File: config.mk
export PLATFORM = sky130hd
export DESIGN_NAME = sseg_signed_scan
export DESIGN_NICKNAME = d
export VERILOG_FILES = /design/src/rtl/sseg_signed_scan.sv
export SDC_FILE = /design/constraint.sdc
export NUM_CORES = 1
export LEC_CHECK = 0
export ABC_AREA = 1
export ABC_CLOCK_PERIOD_IN_PS = 5000
export CORE_MARGIN = 2
export CORE_UTILIZATION = 42
export DETAILED_ROUTE_END_ITERATION = 7
export SLEW_MARGIN = 20
export SYNTH_ARGS = -nofsm -noshare
export SYNTH_HDL_FRONTEND = slang
export SYNTH_SLANG_ARGS = --single-unit
File: constraint.sdc
create_clock -name clk -period 5 [get_ports clk]
set_input_delay 1 -clock clk [delete_from_list [all_inputs] [get_ports clk]]
set_output_delay 1 -clock clk [all_outputs]
set_load 0.02 [all_outputs]
File: src/rtl/sseg_signed_scan.sv
// Signed binary to multiplexed 7-segment driver.
// A load strobe captures a two's-complement word. A sequential double-dabble
// engine converts its magnitude to BCD. The result then drives N_DIG
// common-anode digits: the leftmost digit shows the sign and the rest show the
// decimal magnitude.
module sseg_signed_scan #(
    parameter int DATA_W      = 9,
    parameter int N_DIG       = 4,
    parameter int REFRESH_DIV = 50000,
    parameter int BLANK_LZ    = 1
) (
    input  logic              clk,
    input  logic              rst_n,
    input  logic [DATA_W-1:0] value,
    input  logic              load,
    output logic              busy,
    output logic              ovf,
    output logic [6:0]        SSeg,
    output logic [N_DIG-1:0]  an
);

    localparam int BCD_W  = (N_DIG - 1) * 4;
    localparam int CNT_W  = (REFRESH_DIV > 1) ? $clog2(REFRESH_DIV) : 1;
    localparam int IDX_W  = $clog2(N_DIG);
    localparam int STEP_W = $clog2(DATA_W + 1);

    typedef enum logic [1:0] {
        IDLE   = 2'd0,
        CONV   = 2'd1,
        COMMIT = 2'd2
    } state_t;

    state_t state, state_next;

    logic [DATA_W-1:0] mag;
    logic [BCD_W-1:0]  bcd;
    logic [BCD_W-1:0]  bcd_adj;
    logic              ovf_tmp;
    logic              sign_tmp;
    logic [STEP_W-1:0] step;

    logic [BCD_W-1:0]  disp_bcd;
    logic              disp_sign;
    logic              disp_valid;

    logic [CNT_W-1:0]  refresh_cnt;
    logic [IDX_W-1:0]  idx;
    logic [6:0]        glyph_sel;

    function automatic logic [6:0] digit_glyph(input logic [3:0] d);
        case (d)
            4'd0:    digit_glyph = 7'h40;
            4'd1:    digit_glyph = 7'h79;
            4'd2:    digit_glyph = 7'h24;
            4'd3:    digit_glyph = 7'h30;
            4'd4:    digit_glyph = 7'h19;
            4'd5:    digit_glyph = 7'h12;
            4'd6:    digit_glyph = 7'h02;
            4'd7:    digit_glyph = 7'h78;
            4'd8:    digit_glyph = 7'h00;
            4'd9:    digit_glyph = 7'h10;
            default: digit_glyph = 7'h7F;
        endcase
    endfunction

    // State register for the load/convert/commit sequence
    always_ff @(posedge clk) begin
        if (!rst_n) state <= IDLE;
        else        state <= state_next;
    end

    // Next-state logic; CONV lasts exactly one cycle per input bit
    always_comb begin
        state_next = state;
        case (state)
            IDLE:    if (load) state_next = CONV;
            CONV:    if (step == STEP_W'(DATA_W - 1)) state_next = COMMIT;
            COMMIT:  state_next = IDLE;
            default: state_next = IDLE;
        endcase
    end

    assign busy = (state != IDLE);

    // Add-3 correction applied to every BCD nibble before each shift
    always_comb begin
        bcd_adj = bcd;
        for (int i = 0; i < N_DIG - 1; i++) begin
            if (bcd[4*i +: 4] >= 4'd5) bcd_adj[4*i +: 4] = bcd[4*i +: 4] + 4'd3;
        end
    end

    // Conversion datapath and the committed display registers
    always_ff @(posedge clk) begin
        if (!rst_n) begin
            mag        <= '0;
            bcd        <= '0;
            ovf_tmp    <= 1'b0;
            sign_tmp   <= 1'b0;
            step       <= '0;
            disp_bcd   <= '0;
            disp_sign  <= 1'b0;
            disp_valid <= 1'b0;
            ovf        <= 1'b0;
        end else begin
            case (state)
                IDLE: begin
                    if (load) begin
                        sign_tmp <= value[DATA_W-1];
                        mag      <= value[DATA_W-1] ? (~value + DATA_W'(1)) : value;
                        bcd      <= '0;
                        ovf_tmp  <= 1'b0;
                        step     <= '0;
                    end
                end
                CONV: begin
                    bcd  <= {bcd_adj[BCD_W-2:0], mag[DATA_W-1]};
                    mag  <= {mag[DATA_W-2:0], 1'b0};
                    step <= step + STEP_W'(1);
                    if (bcd_adj[BCD_W-1]) ovf_tmp <= 1'b1;
                end
                COMMIT: begin
                    disp_bcd   <= bcd;
                    disp_sign  <= sign_tmp;
                    ovf        <= ovf_tmp;
                    disp_valid <= 1'b1;
                end
                default: ;
            endcase
        end
    end

    // Glyph for the digit currently being scanned
    always_comb begin
        logic [BCD_W-1:0] shifted;
        logic [6:0]       g;
        glyph_sel = 7'h7F;
        shifted   = '0;
        g         = 7'h7F;
        for (int i = 0; i < N_DIG; i++) begin
            shifted = disp_bcd >> (4 * i);
            if (!disp_valid)
                g = 7'h7F;
            else if (i == N_DIG - 1)
                g = (disp_sign && !ovf) ? 7'h3F : 7'h7F;
            else if (ovf)
                g = 7'h06;
            else if (BLANK_LZ != 0 && i != 0 && shifted == '0)
                g = 7'h7F;
            else
                g = digit_glyph(shifted[3:0]);
            if (idx == IDX_W'(i)) glyph_sel = g;
        end
    end

    // Free-running scan: each digit is held for REFRESH_DIV cycles, with an/SSeg registered together
    always_ff @(posedge clk) begin
        if (!rst_n) begin
            refresh_cnt <= '0;
            idx         <= '0;
            an          <= '1;
            SSeg        <= 7'h7F;
        end else begin
            an   <= ~(N_DIG'(1) << idx);
            SSeg <= glyph_sel;
            if (refresh_cnt == CNT_W'(REFRESH_DIV - 1)) begin
                refresh_cnt <= '0;
                idx         <= (idx == IDX_W'(N_DIG - 1)) ? '0 : idx + IDX_W'(1);
            end else begin
                refresh_cnt <= refresh_cnt + CNT_W'(1);
            end
        end
    end

endmodule

==> out/qor.txt, run 1 <==
I/O Buffers - 24
Fin Clk Skew - 0.00587 ns
Vias in the first global route - 3504
I/O pin count - 25
Min-delay worst type - reg2reg
TritonCTS Buffers - 9
Share of cells above drive strength 1 - 10.4%
Slowest-stage cell, CP - clkdlybuf4s50_1
Normalized max-slew margin - 41.6%
P_leak - 0.00209 µW
Yosys warnings - 0
Slowest stage delay, CP - 0.68 ns
Critical path type - reg2out
Net Sw Frac - 24.0%
Max-cap viol count - 0
Post-synthesis register bit count - 94
Util after Layout - 47.6%
Syn_area_per_cell - 7.63 µm²
GRT Util Overall - 16.8%
PnR Total Power - 1360 µW
Routability Congestion - 0.853
Complex-gate fraction of the synthesized area - 14.5%
Detailed Route WL - 9350 µm
Worst Hold Margin - 0.451 ns
CP startpoint kind - flip-flop
Final period util - 52.4%
Initial antenna violation count - 0
Power density cells - 264 nW/µm²
DRT iter0 DRCs - 150
Cell internal pwr - 1030 µW
CP Buf/Inv Count - 1
Final Hold Viols - 0
R2R setup slack - 3.09 ns
Vias per cell - 4.95
Root Buffer - clkbuf_8
Total grt overflow - 0
Count of final max-slew check failures - 0
F_max - 0.381 GHz
Chip Height - 109 µm
Netlist cell types - 43
Cell count after synthesis - 609
CTS resizes - 0
Core Footprint - 10800 µm²
Largest net degree at the start of global routing - 29
Number of antenna diodes - 0
Status - completed
Clock Latency Late Sink - 0.36 ns
CTS Sinks - 94
First-pass GRT wire length - 15800 µm
Adder-cell share of the synthesized area - 7.81%
Clock tree buffer depth - 2
RSZ-0062 raised after global routing - no
NumNets Final - 671
Num rows - 38
H-tree level count - 3
# DRC - 0
Simple logic cell fraction of the synthesized area - 27.0%
Maximum VDD drop - 0.000134 V
TritonCTS clock tree - done
DP HPWL - 6810 µm
Mapped Nets - 650
Initial Util - 42.9%
Net Switching - 326 µW
Worst slew pin tran - 0.874 ns
Chip width - 109 µm
Layout area overhead - 11.0%
Flop pwr share - 56.4%
Post-synthesis sequential area ratio - 40.5%
Critical Path RT - 4.00 ns
TritonRoute pass-1 iters - 5
Worst-path maximum fanout - 9
Kind of cell adding the most delay to the critical path - buffers and inverters
Die ar. - 11900 µm²
Routed len/inst - 12.1 µm
Post-CTS setup buffer count - 0
Post-Syn Area - 4650 µm²
Antenna Nets Post-Route - 0
Post-layout min period - 2.62 ns
Multiplexer area fraction after synthesis - 0%
XOR/XNOR Fraction of Synth Area - 1.51%
Share of power burned in combinational logic - 6.6%
Worst setup EP type - output pin
Setup TNS - 0 ns
Largest family of logic cells by synthesized area - simple AND/OR/NAND/NOR gates
Hold buffers post-CTS - 0
Worst-path clk slew - 0.09 ns
Clock share of power - 37.0%
Data arrival, critical path - 1.62 ns
Setup-failing EPs final - 0
Vias - 3829
CP cell instances - clkdlybuf4s50_1
final cells by class:
class | count | area, µm²
clock inverter | 3 | 45.0
multi-input combinational | 421 | 2360
clock buffer | 12 | 145
fill | 1084 | 5680
tap | 140 | 175
timing repair buffer | 26 | 255
inverter | 78 | 295
sequential | 94 | 1880
logic make-up after synthesis:
kind of cell	count (synthesis)
flops	94
xor+xnor	8
fa+ha+maj	29
simple gates	268
buf+inv	94
compound gates	116
placed cells by master (no fill, tap or decap), types with 2 or more instances in the layout:
cell | netlist | routed
o21ai_1 | 18 | 18
xor2_1 | 8 | 8
inv_1 | 64 | 64
nor3_1 | 12 | 12
a21oi_1 | 40 | 40
o22ai_1 | 5 | 5
a22oi_1 | 2 | 2
a31oi_1 | 2 | 2
or2_2 | 9 | 9
buf_4 | 5 | 2
o211ai_1 | 5 | 5
nor3_4 | 2 | 2
inv_2 | 13 | 13
clkinvlp_4 | 0 | 2
nor2_4 | 3 | 3
or2_1 | 7 | 7
nand3_1 | 37 | 37
nor2_2 | 2 | 2
clkbuf_1 | 1 | 2
o31ai_1 | 4 | 4
nand3_2 | 4 | 4
nor2_1 | 63 | 63
nor3_2 | 3 | 3
nand2_2 | 4 | 4
ha_1 | 29 | 29
o21ai_2 | 8 | 8
dfxtp_1 | 94 | 94
clkdlybuf4s50_1 | 0 | 24
nand2_1 | 108 | 108
o21ai_0 | 27 | 27
nand4_1 | 10 | 10
clkbuf_8 | 0 | 10
cells in the mapped netlist, drive strengths merged:
library cell / count / area (µm²)
o41ai: 1 / 8.76
a211oi: 1 / 7.51
or2: 17 / 106
dfxtp: 94 / 1880
nor2: 68 / 283
a31oi: 2 / 12.5
a21oi: 40 / 200
ha: 29 / 363
o211ai: 5 / 37.5
nand2: 113 / 442
a22oi: 2 / 15.0
o21ai: 54 / 312
clkbuf: 1 / 3.75
a32o: 1 / 10.0
buf: 15 / 106
o31ai: 4 / 30.0
o22ai: 5 / 31.3
and3: 1 / 6.26
inv: 78 / 295
nor3: 17 / 123
nand3: 41 / 225
nand3b: 1 / 7.51
nand4: 10 / 62.6
xor2: 8 / 70.1
o32ai: 1 / 8.76
power by group through the flow:
stage	Clock (µW)	Sequential (µW)	Combinational [µW]
2_1_floorplan	0	783	66.0
3_3_place_gp	0	784	89.7
3_5_place_dp	0	785	91.4
4_1_cts	520	767	91.6
5_1_grt	547	769	102
6_report	502	767	90.1
worst paths after layout:
path	end	start	cells past startpoint
worst min-delay path	refresh_cnt[0]$_SDFF_PP0_	refresh_cnt[0]$_SDFF_PP0_	1
worst max register to register	mag[8]$_SDFFE_PN0P_	state[1]$_SDFFE_PN0P_	6
worst max-delay path	ovf	ovf$_SDFFE_PN0P_	1
worst min register to register	refresh_cnt[0]$_SDFF_PP0_	refresh_cnt[0]$_SDFF_PP0_	1
layer usage:
layer,vias up,GRT usage [%],share of wire (%)
li1,2037,-,-
met1,1731,21.8,50
met2,52,27.3,46
met3,9,3.29,3.0
met4,0,6.96,1.5
met5,-,0,0
metrics by stage:
| stage | area, µm² | setup WS (ns) | std cells |
|---|---|---|---|
| 6_report | 5160 | 2.38 | 774 |
| 5_1_grt | 5160 | 2.32 | 774 |
| 4_1_cts | 5160 | 2.38 | 774 |
| 3_5_place_dp | 4970 | 2.04 | 759 |
| 3_3_place_gp | 4970 | 2.10 | 759 |
| 2_1_floorplan | 4650 | 2.74 | 609 |
No activity file was read; power rests on OpenSTA's default activity.
==> run 2: changes to the inputs <==
--- a/config.mk
+++ b/config.mk
@@ -6,7 +6,7 @@
 export NUM_CORES = 1
 export LEC_CHECK = 0
 export ABC_AREA = 1
-export ABC_CLOCK_PERIOD_IN_PS = 5000
+export ABC_CLOCK_PERIOD_IN_PS = 2730
 export CORE_MARGIN = 2
 export CORE_UTILIZATION = 42
 export DETAILED_ROUTE_END_ITERATION = 7
==> constraint.sdc (replaced) <==
create_clock -name clk -period 2.73 [get_ports clk]
set_input_delay 0.546 -clock clk [delete_from_list [all_inputs] [get_ports clk]]
set_output_delay 0.546 -clock clk [all_outputs]
set_load 0.02 [all_outputs]
==> run 2 against run 1 <==
Compared with the run above: sequential share of layout area is 0.16 points lower; non-clock buffer count grew 3; first-iteration DRC count shrank 2.7%; power rose by 83%; hold slack about the same; core utilization increased by 0.21 points; cell area is 0.44% higher; count of clock-buffer cells in the layout stayed put; die area did not move; setup slack got worse by 1.7 ns; clock power grew 81%; largest cell class unchanged.
==> out/qor.txt, run 2 (synthesis results as in run 1) <==
Final period util - 76.9%
Share of power burned in combinational logic - 6.9% (was 6.6%)
Detailed Route WL - 9230 µm (was 9350 µm)
Net Switching - 590 µW (was 326 µW)
I/O pin count - 25 (unchanged)
Slowest stage delay, CP - 0.67 ns (was 0.68 ns)
Setup-failing EPs final - 0 (unchanged)
Initial antenna violation count - 0 (unchanged)
Setup TNS - 0 ns (unchanged)
Largest net degree at the start of global routing - 22 (was 29)
Kind of cell adding the most delay to the critical path - buffers and inverters (unchanged)
Max-cap viol count - 0 (unchanged)
CTS Sinks - 94 (unchanged)
Total grt overflow - 0 (unchanged)
Antenna Nets Post-Route - 0 (unchanged)
Critical Path RT - 2.18 ns (was 4.00 ns)
Vias per cell - 4.95 (about the same)
Hold buffers post-CTS - 0 (unchanged)
Layout area overhead - 11.5% (was 11.0%)
Worst-path clk slew - 0.09 ns (about the same)
Core Footprint - 10800 µm² (unchanged)
P_leak - 0.00210 µW (was 0.00209 µW)
Die ar. - 11900 µm² (unchanged)
CP cell instances - clkdlybuf4s50_1 (unchanged)
Min-delay worst type - reg2reg (unchanged)
Post-CTS setup buffer count - 0 (unchanged)
Most frequent cells in the layout - 108 x nand2_1, 94 x dfxtp_1, 64 x inv_1 (unchanged)
Routed len/inst - 11.9 µm (was 12.1 µm)
CTS resizes - 0 (unchanged)
Vias - 3850 (was 3829)
F_max - 0.476 GHz
NumNets Final - 674 (was 671)
Util after Layout - 47.8% (was 47.6%)
Clock Latency Late Sink - 0.36 ns (about the same)
Reg2reg path depth - 10 (was 6)
DRT iter0 DRCs - 146 (was 150)
DP HPWL - 6870 µm (was 6810 µm)
Flop pwr share - 56.5% (was 56.4%)
Clock share of power - 36.6% (was 37.0%)
GRT Util Overall - 16.6% (was 16.8%)
Final Hold Viols - 0 (unchanged)
Net Sw Frac - 23.7% (was 24.0%)
Filler cell count - 1079 (was 1084)
Multi-input logic area - 2360 µm² (unchanged)
Post-layout min period - 2.10 ns
Maximum VDD drop - 0.000246 V (was 0.000134 V)
CP Buf/Inv Count - 1 (unchanged)
Power density cells - 480 nW/µm² (was 264 nW/µm²)
Critical path type - reg2out (unchanged)
Fin area - 5180 µm² (was 5160 µm²)
Fin Clk Skew - 0.00887 ns (was 0.00587 ns)
Sequential cell area - 1880 µm² (unchanged)
Commonest non-fill, non-tap cell in the layout - nand2_1 (unchanged)
Share of cells above drive strength 1 - 10.8% (was 10.4%)
Chip Height - 109 µm (unchanged)
Worst-path maximum fanout - 9 (unchanged)
Num rows - 38 (unchanged)
TritonCTS Buffers - 9 (unchanged)
RSZ-0062 raised after global routing - no (unchanged)
Worst slew pin tran - 0.459 ns (was 0.874 ns)
Clock tree buffer depth - 2 (unchanged)
Slowest-stage cell, CP - clkdlybuf4s50_1 (unchanged)
Chip width - 109 µm (unchanged)
Routability Congestion - 0.871 (was 0.853)
CP Depth - 1 (unchanged)
First-pass GRT wire length - 15800 µm (about the same)
Count of final max-slew check failures - 0 (unchanged)
Initial Util - 42.9% (unchanged)
Hold path cells - 1 (unchanged)
TritonRoute pass-1 iters - 4 (was 5)
Status - completed (unchanged)
Normalized max-slew margin - 69.3% (was 41.6%)
Vias in the first global route - 3556 (was 3504)
DP Area - 4990 µm² (was 4970 µm²)
Number of antenna diodes - 0 (unchanged)
CP startpoint kind - flip-flop (unchanged)
# DRC - 0 (unchanged)
H-tree level count - 3 (unchanged)
Cell internal pwr - 1900 µW (was 1030 µW)
R2R setup slack - 0.86 ns (was 3.09 ns)
TritonCTS clock tree - done (unchanged)
Data arrival, critical path - 1.55 ns (was 1.62 ns)
Root Buffer - clkbuf_8 (unchanged)
Worst setup EP type - output pin (unchanged)
I/O Buffers - 24 (unchanged)
run 2: cell types whose count changed in the layout (fill, tap and decap cells not counted):
cell,delta
buf_4,+3
run 2: cell type report:
cell class	instances	area share (%)
Clock inverter	3	0.869
Inverter	78	5.70
Tap cell	140	3.38
Clock buffer	12	2.80
Timing Repair Buffer	29	5.36
Multi-Input combinational cell	421	45.6
Sequential cell	94	36.3
run 2: path summary, 6_finish.rpt:
kind                                           startpoint                   endpoint
worst min-delay path            refresh_cnt[0]$_SDFF_PP0_  refresh_cnt[0]$_SDFF_PP0_
worst max register to register      state[0]$_SDFFE_PN0P_                  flip-flop
worst min register to register  refresh_cnt[0]$_SDFF_PP0_  refresh_cnt[0]$_SDFF_PP0_
worst max-delay path                     ovf$_SDFFE_PN0P_                        ovf
run 2: power by group through the flow:
stage	Combinational, µW	Sequential (µW)	Clock [µW]
global placement	171	1440	0
global route	194	1410	995
finish	172	1400	911
detailed placement	174	1440	0
CTS	174	1400	942
floorplan	121	1430	0
run 2: per-stage QoR:
stage | std cells | worst slack (ns) | power [µW] | hold slack (ns)
after detailed placement | 762 | 0.293 | 1610 | 0.441
after floorplan | 609 | 0.921 | 1560 | 0.418
after global placement | 762 | 0.334 | 1610 | 0.431
after CTS | 777 | 0.611 | 2520 | 0.456
final | 777 | 0.630 | 2490 | 0.451
after global routing | 777 | 0.553 | 2600 | 0.490
run 2: metal layers:
metal  up-vias  part of all wire [%]  track usage, %
met4         0                   2.4            8.14
met2        55                    44            27.2
met1      1743                    51            21.3
met3        17                   3.1            2.63
met5         -                     0               0
li1       2035                     -               -
==> run 3: changes to the inputs <==
--- a/config.mk
+++ b/config.mk
@@ -6,7 +6,7 @@
 export NUM_CORES = 1
 export LEC_CHECK = 0
 export ABC_AREA = 1
-export ABC_CLOCK_PERIOD_IN_PS = 2730
+export ABC_CLOCK_PERIOD_IN_PS = 2200
 export CORE_MARGIN = 2
 export CORE_UTILIZATION = 42
 export DETAILED_ROUTE_END_ITERATION = 7
==> constraint.sdc (replaced) <==
create_clock -name clk -period 2.2 [get_ports clk]
set_input_delay 0.44 -clock clk [delete_from_list [all_inputs] [get_ports clk]]
set_output_delay 0.44 -clock clk [all_outputs]
set_load 0.02 [all_outputs]
==> run 3 against run 2 <==
Compared with the run above: global-route usage grew 0.23 points; critical path depth is the same; final cell count grew 0.64%; largest cell class unchanged.
==> out/qor.txt, run 3 (synthesis results as in run 1) <==
Final period util - 92.4%
M3 GR Usage - 3.29% (was 2.63%)
Top Usage Layer GRT - met2 (unchanged)
Die ar. - 11900 µm² (unchanged)
Layout area overhead - 12.5% (was 11.5%)
GRT Util Overall - 16.9% (was 16.6%)
Max-cap viol count - 0 (unchanged)
Chip width - 109 µm (unchanged)
Slowest stage delay, CP - 0.68 ns (was 0.67 ns)
Worst setup EP type - output pin (unchanged)
Count of final max-slew check failures - 0 (unchanged)
Data arrival, critical path - 1.59 ns (was 1.55 ns)
Detailed Route WL - 9310 µm (was 9230 µm)
Num rows - 38 (unchanged)
Fin Clk Skew - 0.0106 ns (was 0.00887 ns)
Worst-path clk slew - 0.10 ns (was 0.09 ns)
Slowest-stage cell, CP - clkdlybuf4s50_1 (unchanged)
Cells after DPL - 766 (was 762)
CP Buf/Inv Count - 1 (unchanged)
Commonest non-fill, non-tap cell in the layout - nand2_1 (unchanged)
TritonCTS Buffers - 9 (unchanged)
Initial antenna violation count - 0 (unchanged)
Root Buffer - clkbuf_8 (unchanged)
RSZ-0062 raised after global routing - no (unchanged)
# DRC - 0 (unchanged)
Hold buffers post-CTS - 0 (unchanged)
Fin area - 5230 µm² (was 5180 µm²)
Maximum VDD drop - 0.000269 V (was 0.000246 V)
Normalized max-slew margin - 67.2% (was 69.3%)
Final Hold Viols - 0 (unchanged)
Post-layout min period - 2.03 ns
Critical Path RT - 1.76 ns (was 2.18 ns)
NumNets Final - 678 (was 674)
Antenna Nets Post-Route - 0 (unchanged)
Routed len/inst - 11.9 µm (about the same)
TritonRoute pass-1 iters - 4 (unchanged)
Clock tree buffer depth - 2 (unchanged)
DP Area - 5020 µm² (was 4990 µm²)
Post-CTS setup buffer count - 0 (unchanged)
Setup-failing EPs final - 0 (unchanged)
TritonCTS clock tree - done (unchanged)
H-tree level count - 3 (unchanged)
Status - completed (unchanged)
Critical path type - reg2out (unchanged)
CP cell instances - clkdlybuf4s50_1 (unchanged)
Worst Hold Margin - 0.456 ns (was 0.451 ns)
Total grt overflow - 0 (unchanged)
Core Footprint - 10800 µm² (unchanged)
Routability Congestion - 0.902 (was 0.871)
Vias - 3887 (was 3850)
Kind of cell adding the most delay to the critical path - buffers and inverters (unchanged)
Worst slew pin tran - 0.492 ns (was 0.459 ns)
Power density cells - 601 nW/µm² (was 480 nW/µm²)
CTS resizes - 0 (unchanged)
Clock Latency Late Sink - 0.36 ns (about the same)
F_max - 0.492 GHz
M2 GR Usage - 27.0% (was 27.2%)
DRT iter0 DRCs - 157 (was 146)
Initial Util - 42.9% (unchanged)
Min-delay worst type - reg2reg (unchanged)
I/O Buffers - 24 (unchanged)
CTS Sinks - 94 (unchanged)
Vias per cell - 4.97 (was 4.95)
DP HPWL - 7030 µm (was 6870 µm)
Vias in the first global route - 3675 (was 3556)
Layout Cells excl Fill - 782 (was 777)
First-pass GRT wire length - 16200 µm (was 15800 µm)
Most frequent cells in the layout - 108 x nand2_1, 94 x dfxtp_1, 64 x inv_1 (unchanged)
Largest net degree at the start of global routing - 17 (was 22)
CP startpoint kind - flip-flop (unchanged)
Number of antenna diodes - 0 (unchanged)
Worst-path maximum fanout - 9 (unchanged)
PnR Total Power - 3140 µW (was 2490 µW)
P_leak - 0.00214 µW (was 0.00210 µW)
Share of cells above drive strength 1 - 11.8% (was 10.8%)
I/O pin count - 25 (unchanged)
Chip Height - 109 µm (unchanged)
Met1 usage - 22.4% (was 21.3%)
==> run 3: changes by cell type in the layout (fill, tap and decap cells not counted) <==
cell | before | now
buf_4 | 5 | 9
clkbuf_1 | 2 | 0
clkinv_4 | 0 | 2
clkinv_2 | 0 | 1
clkinvlp_4 | 2 | 1
inv_6 | 0 | 1
==> run 3: through the flow <==
step | setup TNS, ns | setup slack [ns] | utilization [%]
6_report | 0 | 0.166 | 48.2
3_5_place_dp | -0.0259 | -0.0259 | 46.3
3_3_place_gp | 0 | 0.0137 | 46.3
5_1_grt | 0 | 0.111 | 48.2
2_1_floorplan | 0 | 0.497 | -
4_1_cts | 0 | 0.160 | 48.2
==> run 3: layout make-up <==
| class | count | area, µm² |
|---|---|---|
| Multi-Input combinational cell | 421 | 2360 |
| Inverter | 78 | 295 |
| Tap cell | 140 | 175 |
| Clock buffer | 10 | 138 |
| Fill cell | 1093 | 5610 |
| Timing Repair Buffer | 33 | 308 |
| Sequential cell | 94 | 1880 |
| Clock inverter | 6 | 68.8 |
==> run 3: path summary, 6_finish.rpt <==
kind / endpoint / slack, ns / startpoint / cells past startpoint
hold / removal: refresh_cnt[0]$_SDFF_PP0_ / 0.46 / refresh_cnt[0]$_SDFF_PP0_ / 1
hold reg to reg: refresh_cnt[0]$_SDFF_PP0_ / 0.46 / refresh_cnt[0]$_SDFF_PP0_ / 1
setup reg to reg: SSeg[4]$_SDFF_PP1_ / 0.50 / idx[1]$_SDFFE_PN0P_ / 8
setup / recovery: ovf / 0.17 / ovf$_SDFFE_PN0P_ / 1
==> run 3: routing by layer <==
metal,up-vias,share of wire [%],wire length (µm)
li1,2046,-,-
met1,1765,51,4720
met2,62,45,4150
met3,14,3.3,304
met4,0,1.5,138
met5,-,0,0
==> run 3: power breakdown <==
part | switching (µW) | internal (µW) | total [µW]
clock | 618 | 562 | 1180
combinational | 138 | 78.8 | 216
sequential | 15.9 | 1730 | 1740
